[config.mk]
export PLATFORM = sky130hd
export DESIGN_NAME = load_unit
export DESIGN_NICKNAME = d
export VERILOG_FILES = /design/src/rtl/load_unit.sv
export SDC_FILE = /design/constraint.sdc
export NUM_CORES = 1
export LEC_CHECK = 0
export BUFFER_PORTS_ARGS = -buffer_cell sky130_fd_sc_hd__buf_2
export CAP_MARGIN = 20
export CORE_MARGIN = 4
export CORE_UTILIZATION = 24
export CTS_CLUSTER_SIZE = 25
export DETAILED_ROUTE_END_ITERATION = 10
export PLACE_DENSITY = 0.4
export SYNTH_ARGS = -nofsm -noshare
export SYNTH_HDL_FRONTEND = slang
export SYNTH_SLANG_ARGS = --single-unit
export TNS_END_PERCENT = 30
[constraint.sdc]
create_clock -name clock -period 8.8 [get_ports clock]
set_clock_uncertainty 0.1 [all_clocks]
set_input_delay 0.88 -clock clock [delete_from_list [all_inputs] [get_ports clock]]
set_output_delay 0.88 -clock clock [all_outputs]
set_load 0.05 [all_outputs]
[src/rtl/load_unit.sv]
// RV32I load unit: effective-address formation, one aligned word read over a
// request/ready handshake, byte/half extraction with sign/zero extension, regfile writeback.
module load_unit #(
   parameter int TIMEOUT_CYCLES = 16
) (
   input  logic        clock,
   input  logic        reset,
   input  logic        load_enable,
   input  logic [2:0]  funct3,
   input  logic [31:0] rs1_value,
   input  logic [31:0] immediate12_load,
   input  logic [4:0]  rd_index,
   output logic        busy,
   output logic [31:0] memory_read_address,
   output logic        memory_read_request,
   input  logic        memory_read_ready,
   input  logic [31:0] memory_read_value,
   output logic        rd_write_enable,
   output logic [4:0]  rd_write_index,
   output logic [31:0] rd_write_value,
   output logic        load_fault,
   output logic [1:0]  fault_cause,
   output logic [31:0] fault_address
);
   // state | meaning
   // IDLE  | waiting for load_enable
   // REQ   | read request outstanding, timeout counter running
   // WB    | rd_write_enable strobe cycle
   // FAULT | load_fault strobe cycle
   typedef enum logic [1:0] {IDLE, REQ, WB, FAULT} state_t;

   localparam int CW = $clog2(TIMEOUT_CYCLES + 1);
   localparam logic [CW-1:0] COUNT_LAST = CW'(TIMEOUT_CYCLES - 1);

   state_t          state;
   logic [31:0]     ea;
   logic [31:0]     ea_q;
   logic [2:0]      funct3_q;
   logic [4:0]      rd_q;
   logic [CW-1:0]   timeout_count;
   logic            illegal;
   logic            misaligned;

   assign ea = rs1_value + immediate12_load;
   assign busy = (state != IDLE);

   always_comb begin
      illegal = (funct3 == 3'd3) || (funct3 == 3'd6) || (funct3 == 3'd7);
      misaligned = 1'b0;
      case (funct3)
         3'd1, 3'd5: misaligned = ea[0];
         3'd2:       misaligned = (ea[1:0] != 2'b00);
         default:    misaligned = 1'b0;
      endcase
   end

   function automatic logic [31:0] extract(input logic [2:0] f, input logic [1:0] off,
                                           input logic [31:0] w);
      logic [7:0]  b;
      logic [15:0] h;
      logic [31:0] r;
      case (off)
         2'd0:    b = w[7:0];
         2'd1:    b = w[15:8];
         2'd2:    b = w[23:16];
         default: b = w[31:24];
      endcase
      h = off[1] ? w[31:16] : w[15:0];
      case (f)
         3'd0:    r = {{24{b[7]}}, b};
         3'd1:    r = {{16{h[15]}}, h};
         3'd4:    r = {24'd0, b};
         3'd5:    r = {16'd0, h};
         default: r = w;
      endcase
      return r;
   endfunction

   always_ff @(posedge clock) begin
      if (reset) begin
         state               <= IDLE;
         ea_q                <= '0;
         funct3_q            <= '0;
         rd_q                <= '0;
         timeout_count       <= '0;
         memory_read_address <= '0;
         memory_read_request <= 1'b0;
         rd_write_enable     <= 1'b0;
         rd_write_index      <= '0;
         rd_write_value      <= '0;
         load_fault          <= 1'b0;
         fault_cause         <= '0;
         fault_address       <= '0;
      end else begin
         rd_write_enable <= 1'b0;
         load_fault      <= 1'b0;
         case (state)
            IDLE: begin
               if (load_enable) begin
                  ea_q          <= ea;
                  funct3_q      <= funct3;
                  rd_q          <= rd_index;
                  timeout_count <= '0;
                  // illegal funct3 is reported ahead of misalignment
                  if (illegal) begin
                     state         <= FAULT;
                     load_fault    <= 1'b1;
                     fault_cause   <= 2'd2;
                     fault_address <= ea;
                  end else if (misaligned) begin
                     state         <= FAULT;
                     load_fault    <= 1'b1;
                     fault_cause   <= 2'd1;
                     fault_address <= ea;
                  end else begin
                     state               <= REQ;
                     memory_read_request <= 1'b1;
                     memory_read_address <= {ea[31:2], 2'b00};
                  end
               end
            end
            REQ: begin
               if (memory_read_ready) begin
                  state               <= WB;
                  memory_read_request <= 1'b0;
                  rd_write_enable     <= (rd_q != 5'd0);
                  rd_write_index      <= rd_q;
                  rd_write_value      <= extract(funct3_q, ea_q[1:0], memory_read_value);
               end else if (timeout_count == COUNT_LAST) begin
                  state               <= FAULT;
                  memory_read_request <= 1'b0;
                  load_fault          <= 1'b1;
                  fault_cause         <= 2'd3;
                  fault_address       <= ea_q;
               end else begin
                  timeout_count <= timeout_count + 1'b1;
               end
            end
            WB:      state <= IDLE;
            FAULT:   state <= IDLE;
            default: state <= IDLE;
         endcase
      end
   end
endmodule

Word-level counts from Yosys, hierarchy flattened --
Cells that the tools add are included.
Word-level totals: bits in registers 151, word-level logic and storage cells 98
Operators by class: $add $sub $neg 2, equal/unequal tests 23, muxes and demuxes 37, bitwise operators 4, reductions and logical operators 19
Operators with widths (number):
- $mux W32 | 5
- $pmux W32 S4 | 1
- $pmux W32 S2 | 1
- $add A32 B32 Y32 | 1
- $pmux W8 S3 | 1
- $mux W2 | 9
- $mux W16 | 1
- $eq A3 B3 Y1 const B | 5
- $mux W5 | 3
- $ne A2 B2 Y1 const B | 6
- $mux W1 | 10
- $pmux W5 S2 | 1
- $reduce_and A5 Y1 | 2
- $reduce_and A4 Y1 | 2
- $eq A2 B2 Y1 const B | 3
- $eq A3 B1 Y1 const B | 2
- $eq A3 B2 Y1 const B | 2
- $ne A3 B3 Y1 const B | 2
- $pmux W1 S2 | 3
- $pmux W2 S3 | 1
- $reduce_and A2 Y1 | 3
- $reduce_bool A2 Y1 | 3
- $add A5 B1 Y5 const B | 1
- $eq A5 B4 Y1 const B | 1
- other kinds (9) | 16

Logic depth before layout (Yosys ltp) --
Gate-level depths: netlist of run 1.
depth after elaboration 7, depth in mapped cells 11, mapped depth without buffers 10

Worst setup path before layout of run 1 --
No wires, ideal clock.
kind in2reg, start point input rs1_value[0], end point register fault_address[15], library setup time 132 ps, arrival 3133 ps, required time 8568 ps, path slack 5436 ps, stages 11, cells stage by stage ha_1 -> fa_1 -> o31a_1 -> o22ai_1 -> nor2_1 -> a21oi_1 -> buf_2 -> buf_1 -> nor3_1 -> a31oi_1 -> o41ai_1
Between the ends: cells in the longest elaborated chain, start to end 5
RTL lines:
- start, declared | RTL line 10 | input logic [31:0] rs1_value,
- $add A32 B32 Y32 | RTL line 44 | assign ea = rs1_value + immediate12_load;
- net ea[1] | RTL line 36 | logic [31:0] ea;
- $reduce_bool A2 Y1 | RTL line 52 | 3'd2: misaligned = (ea[1:0] != 2'b00);
- $pmux W1 S2 | RTL line 50 | case (funct3)
- $ne A3 B3 Y1 (no line)
- $reduce_and A5 Y1 (no line)
- end signal, assigned | RTL line 134 | fault_address <= ea_q;
- end, declared | RTL line 23 | output logic [31:0] fault_address
The timed path passes the listed nets, and every way through them passes these cells. The select of a mux whose other input is x is not followed. A chain may end at the register's enable or synchronous reset.

Worst setup path after layout of run 1 --
start point input rs1_value[0], end point register fault_address[28]
Same word-level chain as after synthesis.

==> summary.md, run 1 <==
| Metric | Value |
|---|---|
| Primary FF master, synth | dfxtp_1 |
| Asr flop ratio synth | 0% |
| Largest net degree at the start of global routing | 75 |
| Port Buffers | around 210 |
| CTS Hold Bufs | 0 |
| Synth area leaders | dfxtp_1 (39%), nand2_1 (9.7%), a21oi_1 (7.9%) |
| Sink Count | ~150 |
| Critical Path End Type | flop |
| Resize count post-CTS | 0 |
| Initial core utilization | 24.4% |
| CTS buffer count | 17 |
| Tcrit/Tclk final | 41.0% |
| Outcome | finished, final reports clean |
| I/O pin count | ~220 |
| First-pass GRT wire length | ~44000 um |
| Post-route setup slack | 5.19 ns |
| Max-cap violations | 0 |
| Synth warn | 0 |
| Synth cell types | 67 |
| Detailed-route via count | 7622 |
| Initial DRT Pass Iterations | 4 |
| Total grt overflow | 0 |
| CTS tree | yes |
| Post-Syn Instances | 988 |
| WL final | between 20000 and 30000 um |
| DRC viols | 0 |
| Synthesis-to-layout area growth | 25.8% |
| H-tree depth | 4 |
| Post-synth EDFFs | 0 |
| Slew Limit Fails | 0 |
| HPWL after detailed placement | between 15000 and 20000 um |
| Final Hold Fails | 0 |
| Peak VDD IR | ~130 uV |
| Worst-path maximum fanout | 42 |
| Place WS | ~4.7 ns |
| Arrival @ worst endpoint | 3.85 ns |
| Die H | 187 um |
| Clock-pin slew on the worst setup and hold paths | about 0.070 ns |
| Full die area | 35100 sq um |
| Max frequency | 277 MHz |
| Final nets | ~1300 |
| Slew of the pin with the lowest slew margin | roughly 0.94 ns |
| Final Wtd Congestion | 0.772 |
| # Post-CTS Setup Buffers | 0 |
| Maximum clock path buffer count | 2 |
| RSZ-0062 raised after global routing | false |
| Layout cells sized above 1 | a little under a quarter |
| HP Class | reg -> reg |
| Mapped cell area | between 7000 and 8000 sq um |
| Slew headroom | 37.4% |
| Chip width | between 150 and 200 um |
| Rows | 65 |
| WL per Instance | about 17 um |
| Drt via density | just under 5 |
| Min cycle time layout | 3.61 ns |
| Post-Syn Area per Cell | a little under 8 sq um |
| Core area | 31600 sq um |
| Worst path required time | around 9 ns |
| GRT Overall Usage | around 15% |
| Number of global-route vias before repair | 7547 |
| Pleak | approximately 4.1 nW |
| Setup TNS | 0 ns |
| # setup viols final | 0 |
| Final core utilization | 30.7% |
| Power per Cell Area | roughly 220 nW/um^2 |
| Clock Latency Late Sink | 0.43 ns |
| CP startpoint kind | primary input |
| #FFs+latches synth | roughly 150 |
| ANT nets after route | 0 |
| Detailed Route Iter0 Violations | around 380 |
| Initial antenna violation count | 1 |
| CTS root buf | clkbuf_16 |
| Cell taking the most area after synthesis | dfxtp_1 |
| Top cell type's share of synthesized area | between 30% and 40% |
| Kind of critical path | in -> reg |
| Sequential fraction of the synthesis area | around 39% |
| Hold WS | roughly 0.35 ns |
==> where the power goes <==
part	total (W)	switching (W)	internal [W]
clock	0.000759	0.000333	0.000425
combinational	0.000576	0.000407	0.000169
sequential	0.000774	0.0000330	0.000741
total	0.00211	0.000773	0.00134
==> per-stage QoR <==
step | total power [W] | cells | cell area, sq um
floorplan | 0.00119 | 989 | 7710
global placement | 0.00137 | 1544 | 9100
detailed placement | 0.00137 | 1544 | 9100
CTS | 0.00214 | 1576 | 9690
global route | 0.00223 | 1577 | 9700
finish | 0.00211 | 1577 | 9700
==> layout make-up <==
type	count	area (sq um)
fillers	3467	21900
multi-input cells	755	4380
flip-flops and latches	151	3020
repair buffers	224	1150
well taps	402	503
clock buffers	17	425
clock inverters	15	168
inverters	12	45.0
diodes	1	2.50
==> synthesized netlist by cell type (8+ instances only) <==
| cell type | number |
|---|---|
| ha_1 | 33 |
| dfxtp_1 | 151 |
| nor3_1 | 28 |
| clkbuf_1 | 58 |
| nand3_1 | 18 |
| buf_1 | 8 |
| a211oi_1 | 23 |
| a31oi_1 | 11 |
| nor2_1 | 75 |
| nand2_1 | 200 |
| a22o_1 | 8 |
| a21o_1 | 18 |
| xor2_1 | 14 |
| o21ai_0 | 58 |
| o211ai_1 | 13 |
| mux2i_1 | 11 |
| a311oi_1 | 12 |
| o22ai_1 | 13 |
| a21oi_1 | 121 |
| inv_1 | 11 |
| xnor2_1 | 12 |
| a22oi_1 | 9 |
==> state kept, by name (all words and copies together) (netlist names) <==
name                 flops
rd_write_index           5
rd_write_enable          1
rd_write_value          32
rd_q                     5
timeout_count            5
fault_address           32
state                    2
memory_read_request      1
fault_cause              2
load_fault               1
funct3_q                 3
ea_q                    32
memory_read_address     30
==> path summary, 6_finish.rpt <==
kind	startpoint	to	slack, ns	depth (start not counted)
setup reg to reg	state[0]	fault_address[28]	5.40	7
hold / removal	rd_write_value[15]	rd_write_value[15]	0.35	2
hold reg to reg	rd_write_value[15]	rd_write_value[15]	0.35	2
setup / recovery	rs1_value[0]	fault_address[28]	5.19	10
==> cell usage in the layout, fill, tap and decap left out, types with 3 or more instances in the layout <==
master	synthesis	routed
or3_1	3	3
a22oi_1	9	9
clkbuf_16	0	17
nand4_1	6	6
xor2_1	14	14
and3_1	6	5
a21o_1	18	18
nand2b_1	4	4
nand2_1	200	200
dfxtp_1	151	151
a221oi_2	3	3
ha_1	33	33
buf_4	2	13
or2_2	3	3
a31oi_1	11	11
nor4_1	4	4
buf_2	2	211
a311oi_1	12	12
inv_1	11	11
clkinvlp_4	0	4
nand3_1	18	17
a211oi_1	23	23
o21a_1	3	3
mux2i_1	11	11
nor3_1	28	28
o21ai_0	58	58
o211ai_1	13	13
nor2_1	75	73
o21bai_1	3	3
inv_6	0	6
a221oi_1	4	4
a22o_1	8	8
o22ai_1	13	13
a21oi_1	121	120
xnor2_1	12	12
==> critical path, cell delays in order <==
cell and delay [ns]:
buf_2 0.10, ha_1 0.21, fa_1 0.55, o31a_1 0.15
o22ai_1 0.17, nor2_1 0.74, a21o_1 0.14, buf_4 0.41
o21ai_0 0.20, a221oi_2 0.27
==> cells by family after synthesis <==
group | Yosys count | share of synthesized area (%)
compound gates | 323 | 26.8
xor+xnor | 26 | 2.95
fa+ha+maj | 34 | 5.62
buf+inv | 83 | 4.27
flops | 151 | 39.2
mux | 12 | 1.57
other cells | 1 | 0.0486
simple gates | 358 | 19.6
==> layer usage <==
layer	vias up	global-route usage [%]	routed length, um
li1	3864	-	-
met1	3559	20.7	13200
met2	188	25.1	12700
met3	11	3.86	1470
met4	0	3.27	196
met5	-	0	0
Note: power is estimated with default switching activity, not from simulation.
==> inputs of run 2 (changes only) <==
==> constraint.sdc (replaced) <==
create_clock -name clock -period 3.6 [get_ports clock]
set_clock_uncertainty 0.1 [all_clocks]
set_input_delay 0.36 -clock clock [delete_from_list [all_inputs] [get_ports clock]]
set_output_delay 0.36 -clock clock [all_outputs]
set_load 0.05 [all_outputs]
==> summary.md, run 2 (synthesis results as in run 1) <==
| Metric | Value |
|---|---|
| Outcome | finished, final reports clean |
| Drt via density | 4.87 (+0.76%) |
| Cell breakdown of the critical path | buf_2 -> ha_1 -> fa_1 -> a21o_1 -> a311oi_1 -> o22ai_1 -> o22ai_2 -> o21ai_0 -> a21boi_1 -> xor2_1 -> a221oi_1 |
| Largest net degree at the start of global routing | 75 (unchanged) |
| Top delay family on crit path | compound AO/OA/AOI/OAI gates |
| Max frequency | approximately 330 MHz |
| Die H | 187 um (unchanged) |
| # setup viols final | 0 (unchanged) |
| CP max stage delay | 0.46 ns (-0.28 ns) |
| Layout cells sized above 1 | 24.0% (+0.26 points) |
| Critical Path End Type | flop |
| Clock-pin slew on the worst setup and hold paths | 0.07 ns (about the same) |
| Kind of critical path | in -> reg |
| Max-cap violations | 0 (unchanged) |
| Full die area | 35100 sq um (unchanged) |
| Synthesis-to-layout area growth | 27.1% |
| CTS buffer count | 17 (unchanged) |
| ANT nets after route | 0 (unchanged) |
| Worst path required time | 3.78 ns (-5.26 ns) |
| Slowest CP cell | fa_1 |
| CTS Hold Bufs | 0 (unchanged) |
| Clock Latency Late Sink | 0.42 ns (about the same) |
| Commonest non-fill, non-tap cell in the layout | buf_2 |
| Maximum clock path buffer count | 2 (unchanged) |
| Initial core utilization | 24.4% (unchanged) |
| GRT Overall Usage | 15.6% (+0.22 points) |
| Reg area | 3020 sq um (unchanged) |
| Hold WS | 0.0816 ns (-0.272 ns) |
| I/O pin count | 215 (unchanged) |
| Initial antenna violation count | 0 (-1) |
| Port Buffers | 212 (unchanged) |
| DRC viols | 0 (unchanged) |
| CP Buf/Inv Count | 1 (-1) |
| H-tree depth | 4 (unchanged) |
| Power per Cell Area | 536 nW/um^2 (+150%) |
| Worst-path maximum fanout | 7 (-83%) |
| Detailed-route via count | 7714 (+1.2%) |
| Final nets | 1311 (+0.61%) |
| Initial DRT Pass Iterations | 5 (+1) |
| Commonest non-fill, non-tap cells in the layout | buf_2 (211), nand2_1 (200), dfxtp_1 (151) |
| CTS root buf | clkbuf_16 |
| Detailed Route Iter0 Violations | 459 (+20%) |
| Core area | 31600 sq um (unchanged) |
| Fillcell total | 3452 (-0.43%) |
| Total grt overflow | 0 (unchanged) |
| Arrival @ worst endpoint | 3.18 ns (-0.67 ns) |
| First-pass GRT wire length | 44000 um (+1.1%) |
| Chip width | 187 um (unchanged) |
| CTS tree | yes |
| CP startpoint kind | primary input |
| Multi-input logic area | 4380 sq um (about the same) |
| RSZ-0062 raised after global routing | false |
| N_diodes | 0 (-1) |
| Slew Limit Fails | 0 (unchanged) |
| Resize count post-CTS | 0 (unchanged) |
| Final Wtd Congestion | 0.826 (+6.9%) |
| Peak VDD IR | 307 uV (+130%) |
| Pleak | 4.20 nW (+1.8%) |
| Min cycle time layout | between 3 and 4 ns |
| HPWL after detailed placement | 19800 um (+1.7%) |
| HP Class | in -> reg |
| Number of global-route vias before repair | 7620 (+0.97%) |
| Post-route insts no fill | 1584 (+0.44%) |
| Setup TNS | 0 ns (unchanged) |
| Rows | 65 (unchanged) |
| Slew headroom | 40.0% (+2.6 points) |
| # Post-CTS Setup Buffers | 0 (unchanged) |
| Tcrit/Tclk final | 83.4% |
| Regs by FF count | ea_q x32, fault_address x32, rd_write_value x32 |
| WL final | 27800 um (+0.70%) |
| Slew of the pin with the lowest slew margin | 0.901 ns (-0.0354 ns) |
| Sink Count | 151 (unchanged) |
| WL per Instance | 17.5 um (+0.26%) |
| Final Hold Fails | 0 (unchanged) |
| Inst Count DP | 1552 (+0.52%) |
run 2: cell count changes in the layout (fill, tap and decap cells not counted), sizes merged, moves of 2 or more:
cell,change
clkbuf,+3
bufinv,+2
inv,-6
clkinv,+5
clkinvlp,-4
buf,+8
run 2: final timing paths:
path / startpoint / end / slack, ns / cells past startpoint
max: rs1_value[0] / fault_address[24] / 0.60 / 11
min: rd_index[3] / rd_q[3] / 0.08 / 3
max reg2reg: timeout_count[0] / timeout_count[3] / 1.34 / 7
min reg2reg: rd_write_index[3] / rd_write_index[3] / 0.35 / 2
run 2: metal layers:
layer | global-route usage (%) | share of wire [%]
met5 | 0 | 0
met4 | 3.21 | 0.80
met3 | 3.32 | 4.5
met2 | 25.7 | 46
met1 | 21.2 | 48
run 2: metrics by stage:
stage	cell area, sq um	util, %	setup WS (ns)	total power [W]
6_report	9790	31.0	0.598	0.00525
5_1_grt	9790	31.0	0.437	0.00554
4_1_cts	9790	31.0	0.617	0.00534
3_5_place_dp	9170	29.0	0.167	0.00337
3_3_place_gp	9170	29.0	0.213	0.00337
2_1_floorplan	7710	-	0.756	0.00292
run 2: report_power, final:
part | switching, W | internal (W) | total (W)
registers | 0.0000874 | 0.00181 | 0.00190
clock network | 0.000757 | 0.00118 | 0.00194
logic | 0.000989 | 0.000424 | 0.00141
total | 0.00183 | 0.00342 | 0.00525
run 2: layout make-up:
| cell class | instances | area share (%) |
|---|---|---|
| Multi-Input combinational cell | 755 | 44.7 |
| Sequential cell | 151 | 30.9 |
| Timing Repair Buffer | 232 | 12.5 |
| Tap cell | 402 | 5.14 |
| Clock buffer | 20 | 4.56 |
| Clock inverter | 12 | 1.79 |
| Inverter | 12 | 0.460 |
run 2: worst register-to-register path: stages (launching register included):
cell,delay (ns)
dfxtp_1,0.33
ha_1,0.22
and3_1,0.19
ha_1,0.21
nor3_1,0.66
nand4_1,0.19
xor2_1,0.17
nor3_1,0.11
